==> src/rtl/dma_bus_arbiter.sv <==
// CPU-side responder for a cycle-stealing DMA engine: kicks off a transfer on a
// device interrupt, grants the bus per burst once the CPU drains, and reports completion.
module dma_bus_arbiter #(
    parameter int BURSTS    = 3,
    parameter int MAX_GRANT = 8,
    parameter int GAP_MIN   = 1
) (
    input  logic CLK,
    input  logic reset_n,
    input  logic dev_irq,
    input  logic cpu_mem_busy,
    input  logic BR,
    output logic cmd,
    output logic BG,
    output logic cpu_stall,
    output logic dma_done,
    output logic bus_error,
    output logic busy
);

    localparam int BW = $clog2(BURSTS + 1);
    localparam int GW = $clog2(MAX_GRANT + 1);
    localparam int PW = $clog2(GAP_MIN + 2);

    localparam logic [BW-1:0] BURST_LAST = BW'(BURSTS - 1);
    localparam logic [GW-1:0] GRANT_LAST = GW'(MAX_GRANT);
    localparam logic [PW-1:0] GAP_LAST   = PW'(GAP_MIN);

    typedef enum logic [2:0] {
        IDLE,
        ISSUE,
        WAIT_REQ,
        DRAIN,
        GRANT,
        GAP,
        DONE
    } state_t;

    state_t        state;
    logic          dev_irq_q;
    logic [BW-1:0] burst_cnt;
    logic [GW-1:0] grant_cnt;
    logic [PW-1:0] gap_cnt;

    // Outputs are loaded alongside the state transition, so each one reflects the state being entered.
    always_ff @(posedge CLK or negedge reset_n) begin
        if (!reset_n) begin
            state     <= IDLE;
            dev_irq_q <= 1'b0;
            burst_cnt <= '0;
            grant_cnt <= '0;
            gap_cnt   <= '0;
            cmd       <= 1'b0;
            BG        <= 1'b0;
            cpu_stall <= 1'b0;
            dma_done  <= 1'b0;
            bus_error <= 1'b0;
            busy      <= 1'b0;
        end else begin
            dev_irq_q <= dev_irq;
            cmd       <= 1'b0;
            dma_done  <= 1'b0;
            case (state)
                IDLE: begin
                    if (dev_irq && !dev_irq_q) begin
                        state <= ISSUE;
                        cmd   <= 1'b1;
                        busy  <= 1'b1;
                    end
                end
                ISSUE: begin
                    state <= WAIT_REQ;
                end
                WAIT_REQ: begin
                    if (BR) begin
                        cpu_stall <= 1'b1;
                        if (cpu_mem_busy) begin
                            state <= DRAIN;
                        end else begin
                            state     <= GRANT;
                            BG        <= 1'b1;
                            grant_cnt <= GW'(1);
                        end
                    end
                end
                DRAIN: begin
                    if (!cpu_mem_busy) begin
                        state     <= GRANT;
                        BG        <= 1'b1;
                        grant_cnt <= GW'(1);
                    end
                end
                GRANT: begin
                    if (!BR) begin
                        BG        <= 1'b0;
                        cpu_stall <= 1'b0;
                        grant_cnt <= '0;
                        burst_cnt <= burst_cnt + 1'b1;
                        if (burst_cnt == BURST_LAST) begin
                            state    <= DONE;
                            dma_done <= 1'b1;
                        end else begin
                            state   <= GAP;
                            gap_cnt <= PW'(1);
                        end
                    end else if (grant_cnt == GRANT_LAST) begin
                        // The engine overstayed its grant: abort the whole transfer without a completion.
                        state     <= IDLE;
                        BG        <= 1'b0;
                        cpu_stall <= 1'b0;
                        bus_error <= 1'b1;
                        busy      <= 1'b0;
                        burst_cnt <= '0;
                        grant_cnt <= '0;
                    end else begin
                        grant_cnt <= grant_cnt + 1'b1;
                    end
                end
                GAP: begin
                    if (gap_cnt >= GAP_LAST) begin
                        state   <= WAIT_REQ;
                        gap_cnt <= '0;
                    end else begin
                        gap_cnt <= gap_cnt + 1'b1;
                    end
                end
                DONE: begin
                    state     <= IDLE;
                    burst_cnt <= '0;
                    busy      <= 1'b0;
                end
                default: begin
                    state     <= IDLE;
                    BG        <= 1'b0;
                    cpu_stall <= 1'b0;
                    busy      <= 1'b0;
                end
            endcase
        end
    end

endmodule

==> config.mk <==
export PLATFORM = sky130hd
export DESIGN_NAME = dma_bus_arbiter
export DESIGN_NICKNAME = d
export VERILOG_FILES = /design/src/rtl/dma_bus_arbiter.sv
export SDC_FILE = /design/constraint.sdc
export NUM_CORES = 1
export LEC_CHECK = 0
export ABC_AREA = 1
export CORE_MARGIN = 4
export CORE_UTILIZATION = 45
export CTS_CLUSTER_DIAMETER = 120
export CTS_CLUSTER_SIZE = 12
export DETAILED_ROUTE_END_ITERATION = 12
export GPL_TIMING_DRIVEN = 0
export HOLD_SLACK_MARGIN = 0.15
export PLACE_DENSITY = 0.74
export SLEW_MARGIN = 40
export SYNTH_ARGS = -nofsm -noshare
export SYNTH_HDL_FRONTEND = slang
export SYNTH_SLANG_ARGS = --single-unit
==> constraint.sdc <==
create_clock -name CLK -period 2.6 [get_ports CLK]
set_clock_uncertainty 0.2 [all_clocks]
set_input_delay 0.78 -clock CLK [delete_from_list [all_inputs] [get_ports CLK]]
set_output_delay 0.78 -clock CLK [all_outputs]
set_load 0.1 [all_outputs]
## After elaboration in Yosys (flattened, before gate mapping)

Index checks and enable logic that the tools add are counted.

| storage, ports and cells | value |
|---|---|
| flip-flop bits (word level) | 18 |
| latch bits | 0 |
| bits in writable memories | 0 |
| ROM bits | 0 |
| output and inout port bits | 6 |
| memories kept | 0 |

| cells by class | value |
|---|---|
| add/sub/neg operators | 3 |
| $mul | 0 |
| div/mod/pow operators | 0 |
| $lt $le $gt $ge | 1 |
| eq/ne operators | 17 |
| shifts and indexed selects | 0 |
| multiplexer cells | 36 |
| bitwise logic cells | 3 |
| reduce and logical (&&, ||, !) cells | 17 |

Operators by type and width:

| cell | number |
|---|---|
| two-way mux 3 bit | 7 |
| one-hot mux 3 bit (6 select lines) | 1 |
| two-way mux 4 bit | 4 |
| inequality test 2 bit, second input constant | 8 |
| two-way mux 1 bit | 12 |
| two-way mux 2 bit | 6 |
| one-hot mux 4 bit (3 select lines) | 1 |
| AND reduction 3 bit | 4 |
| == test 3 bit, second input constant | 3 |
| one-hot mux 2 bit (2 select lines) | 2 |
| OR reduction 4 bit | 2 |
| == test 3 x 2 -> 1 bit, second input constant | 2 |
| one-hot mux 1 bit (3 select lines) | 2 |
| AND reduction 5 bit | 1 |
| OR reduction 5 bit | 1 |
| adder 2 x 1 -> 2 bit, second input constant | 2 |
| adder 4 x 1 -> 4 bit, second input constant | 1 |
| == test 4 bit, second input constant | 1 |
| one-hot mux 1 bit (4 select lines) | 1 |
| AND reduction 2 bit | 2 |
| AND reduction 4 bit | 1 |
| nonzero test 2 bit | 2 |
| == test 3 x 1 -> 1 bit, second input constant | 1 |
| zero test 3 bit | 1 |
| 7 further kinds | 9 |

## Logic depth before layout (Yosys ltp)

| depth | value |
|---|---|
| depth in word-level cells | 4 |
| mapped depth | 9 |
| mapped depth without buffers | 9 |

## Least setup slack after synthesis

OpenSTA, ideal clock, no wires.

| timing path | value |
|---|---|
| kind | register to output |
| start | reg BG |
| end | out BG |
| arrival | 0.898 ns |
| data required time | 1.620 ns |
| path slack | 0.722 ns |
| stages on the path, launching flop included | 1 |
| cell sequence | dfrtp_1 |

RTL lines:

| what | line | RTL |
|---|---|---|
| start, declared | 14 | `output logic BG,` |
| start signal, assigned | 54 | `BG <= 1'b0;` |
| start signal, assigned | 81 | `BG <= 1'b1;` |
| start signal, assigned | 89 | `BG <= 1'b1;` |

No word-level cell between the ends.

## Final worst setup path

| timing path | value |
|---|---|
| start | reg bus_error |
| end | out bus_error |

RTL lines:

| what | line | RTL |
|---|---|---|
| start, declared | 17 | `output logic bus_error,` |
| start signal, assigned | 57 | `bus_error <= 1'b0;` |
| start signal, assigned | 111 | `bus_error <= 1'b1;` |

No word-level cell between the ends.

==> results summary <==
The slew of the pin with the lowest slew margin is 0.489 ns. In this run, post-CTS repair resized a total of 0 instances. The global-route wire length before repair is 3.81 mm. After the last flow step, the layout net total stands at 160. IR analysis of the VDD net gives a maximum drop of 0.000664 V.

The H-tree level count came out at 1. Based on the critical path, the design can be clocked at up to 484 MHz. Relative to the synthesized area, the layout overhead comes to 11.9%. The share of the Yosys chip area taken by registers is 0.423.

The number of max-slew violations in the final report is 0. The final total negative setup slack came out at 0 ns. sky130_fd_sc_hd__dfrtp_1 takes more of the synthesized area than any other cell. The clock-pin slew on the worst setup and hold paths is 0.10 ns.

The final wirelength is 2.11 mm. The total setup violations reported at the end of the flow is 0. Entering global routing, the biggest net connects 19 pins. The number of sinks driven by the clock tree came out at 18. After layout, the worst setup slack is 0.535 ns. The via density per instance is 5.14. After filler insertion, the fill cell instance count of the layout stands at 219. The starting density of the core is 0.477. The cell sitting at the root of the clock tree is a sky130_fd_sc_hd__clkbuf_4. The clock passes through at most 2 buffers. At the worst endpoint, the arrival time is 1.09 ns. The mapped cell area is 0.00107 mm2. The clock latency at the later pin of the worst-skew pair came out at 0.29 ns. STA puts the critical path data required time at 1.62 ns. The number of antenna diodes in the final layout is 0. The signal on the critical path passes through buf_2. The width of the die came out at 56.7 um. The family of cells with the greatest summed delay on the critical path is buffers and inverters. The largest incremental delay on the critical path came out at 0.43 ns. The final standard cell area without fillers is 0.00119 mm2. The average wire per standard cell is 11.8 um. The number of cells on the worst reg-to-reg path came out at 9. TritonCTS built the clock tree.

The congestion estimate from routability-driven global placement came to 0.860. The region available for standard cell placement spans 0.00223 mm2. The count of buffer and inverter cells on the critical path came out at 1. The violation count after the first detailed-routing iteration is 15.

The non-filler instance count after layout is 178. The warning count from the yosys run is 0. By startpoint and endpoint, the worst setup path is classified as reg2out. In this run the worst hold path is classified as in2async. The detailed router placed 915 vias in this run. The area share of the largest cell type after synthesis came out at 0.423. The TritonCTS buffer count is 3. Yosys attributes the largest share of cell area to sky130_fd_sc_hd__dfrtp_1, sky130_fd_sc_hd__nand2_1, sky130_fd_sc_hd__nand3_1.

For this design, the slowest cell found on the critical path is sky130_fd_sc_hd__buf_2. The number of global-route vias before repair is 907. The critical path endpoint category is an output port. The fraction of layout instances using a drive strength above 1 is 0.193. Setup repair after global routing left no endpoint under its margin. The floorplan die area came out at 0.00321 mm2. After floorplanning, the core was divided into 17 placement rows. The average size of a mapped cell came out at 7.78 um2. The setup slack after placement came out at 0.444 ns.

The startpoint kind of the worst setup timing path is a register. The worst hold-check slack is 0.186 ns. In this run, distinct cell masters in the synthesized netlist total 22.

The detail route stage leaves a number of antenna-violating nets equal to 0. The total congestion overflow after global routing came out at 0. Synthesis produced 137 cells. The power density over cell area is 1180 mW/mm2.

The count of final hold-check violations is 0. The total routing usage reported by global routing came out at 0.153. The remaining routing DRC violations is 0. Input and output buffers added on the ports amount to 9. The tool flagged a number of max-cap violations equal to 0. The post-synth net total is 146. The number of logic stages on the critical path including buffering is 1. The number of detailed-routing iterations run before antenna repair came out at 4. For this design the static power due to leakage is 0.623 nW.

The HPWL reported at the end of detailed placement is 1.65 mm. The number of placed I/O pins is 11. Once placement finished, the instance area stood at 0.00116 mm2. The post-route clock period utilization came out at 0.794.

The maximum fanout encountered on the critical timing path is 2. The hold buffer count at cts is 0. The worst slew slack as a fraction of its limit is 0.676. The cell total after placement came out at 174. The buffer count from post-CTS setup fixing is 0. The routed design could run at a clock period as short as 2.07 ns. The initial antenna violation count came out at 0. The number of synthesized register bits is 18.

The y dimension of the die is 56.7 um. The flow ran to the end, and the final reports show no timing, DRC or antenna violations.
[final cells by class]
type,instances,area (um2),share of cell area
Multi-Input combinational cell,97,520,0.437
Sequential cell,18,450,0.378
Inverter,19,71.3,0.0598
Timing Repair Buffer,9,55.1,0.0462
Clock buffer,4,36.3,0.0304
Tap cell,28,35.0,0.0294
Buffer,3,23.8,0.0199
[layout by cell type (no fill, tap or decap)]
cell                              count
sky130_fd_sc_hd__o21ai_0              6
sky130_fd_sc_hd__nand3_2              1
sky130_fd_sc_hd__nand3_1             22
sky130_fd_sc_hd__inv_2                4
sky130_fd_sc_hd__inv_1               15
sky130_fd_sc_hd__xor2_1               1
sky130_fd_sc_hd__nor2_4               4
sky130_fd_sc_hd__clkbuf_8             1
sky130_fd_sc_hd__nor3_2               1
sky130_fd_sc_hd__ha_1                 4
sky130_fd_sc_hd__o21ai_1              4
sky130_fd_sc_hd__nand4_1              4
sky130_fd_sc_hd__nand2_2              1
sky130_fd_sc_hd__o21bai_1             1
sky130_fd_sc_hd__buf_6                1
sky130_fd_sc_hd__buf_2                8
sky130_fd_sc_hd__buf_4                1
sky130_fd_sc_hd__dfrtp_1             18
sky130_fd_sc_hd__nor2_2               3
sky130_fd_sc_hd__a21oi_1              4
sky130_fd_sc_hd__o21ai_2              1
sky130_fd_sc_hd__nor2_1               8
sky130_fd_sc_hd__nand2_1             32
sky130_fd_sc_hd__clkdlybuf4s50_1      2
sky130_fd_sc_hd__clkbuf_4             3
[cells in the mapped netlist (all sizes together)]
| cell | instances |
|---|---|
| a21oi | 4 |
| xor2 | 1 |
| o21bai | 1 |
| nor3 | 1 |
| nand3 | 23 |
| ha | 4 |
| nand2 | 33 |
| dfrtp | 18 |
| buf | 3 |
| nand4 | 4 |
| nor2 | 15 |
| o21ai | 11 |
| inv | 19 |
[worst paths after layout]
check                           slack [ns]         start            to
worst max-delay path                  0.53     bus_error     bus_error
worst min-delay path                  0.19       reset_n  grant_cnt[3]
worst max register to register        0.84  grant_cnt[0]      state[1]
worst min register to register        0.27            BG            BG
max in group asynchronous             1.73       reset_n  grant_cnt[0]
min in group CLK                      0.27            BG            BG
[logic make-up (layout without fill, tap and decap cells)]
group,count (synthesis),count (layout),synth area share
flip-flops,18,18,0.423
adder cells (fa/ha/maj),4,4,0.0470
AND/OR/NAND/NOR,76,76,0.352
buffers and inverters,22,35,0.0892
AO/OA/AOI/OAI,16,16,0.0810
XOR/XNOR,1,1,0.00822
[registers in the layout (all words and copies together), names as in the netlist]
signal,cells
cmd,1
gap_cnt,2
BG,1
busy,1
burst_cnt,2
dev_irq_q,1
state,3
grant_cnt,4
cpu_stall,1
dma_done,1
bus_error,1
[through the flow]
stage / power [mW] / util
2_1_floorplan: 1.09 / -
3_3_place_gp: 1.24 / 0.533
3_5_place_dp: 1.24 / 0.520
4_1_cts: 1.42 / 0.536
5_1_grt: 1.53 / 0.534
6_report: 1.40 / 0.534
[power breakdown]
part	internal, mW	leakage (nW)	switching (mW)
Combinational	0.221	0.370	0.561
Sequential	0.375	0.232	0.0738
Clock	0.0854	0.0210	0.0875
[layer usage]
layer	vias to the layer above	wire length, um	track usage
met5	-	0	0
met4	0	48	0.0847
met3	4	72	0.0299
met2	19	1010	0.248
met1	419	978	0.190
li1	473	-	-
(Power assumes the default switching activity.)
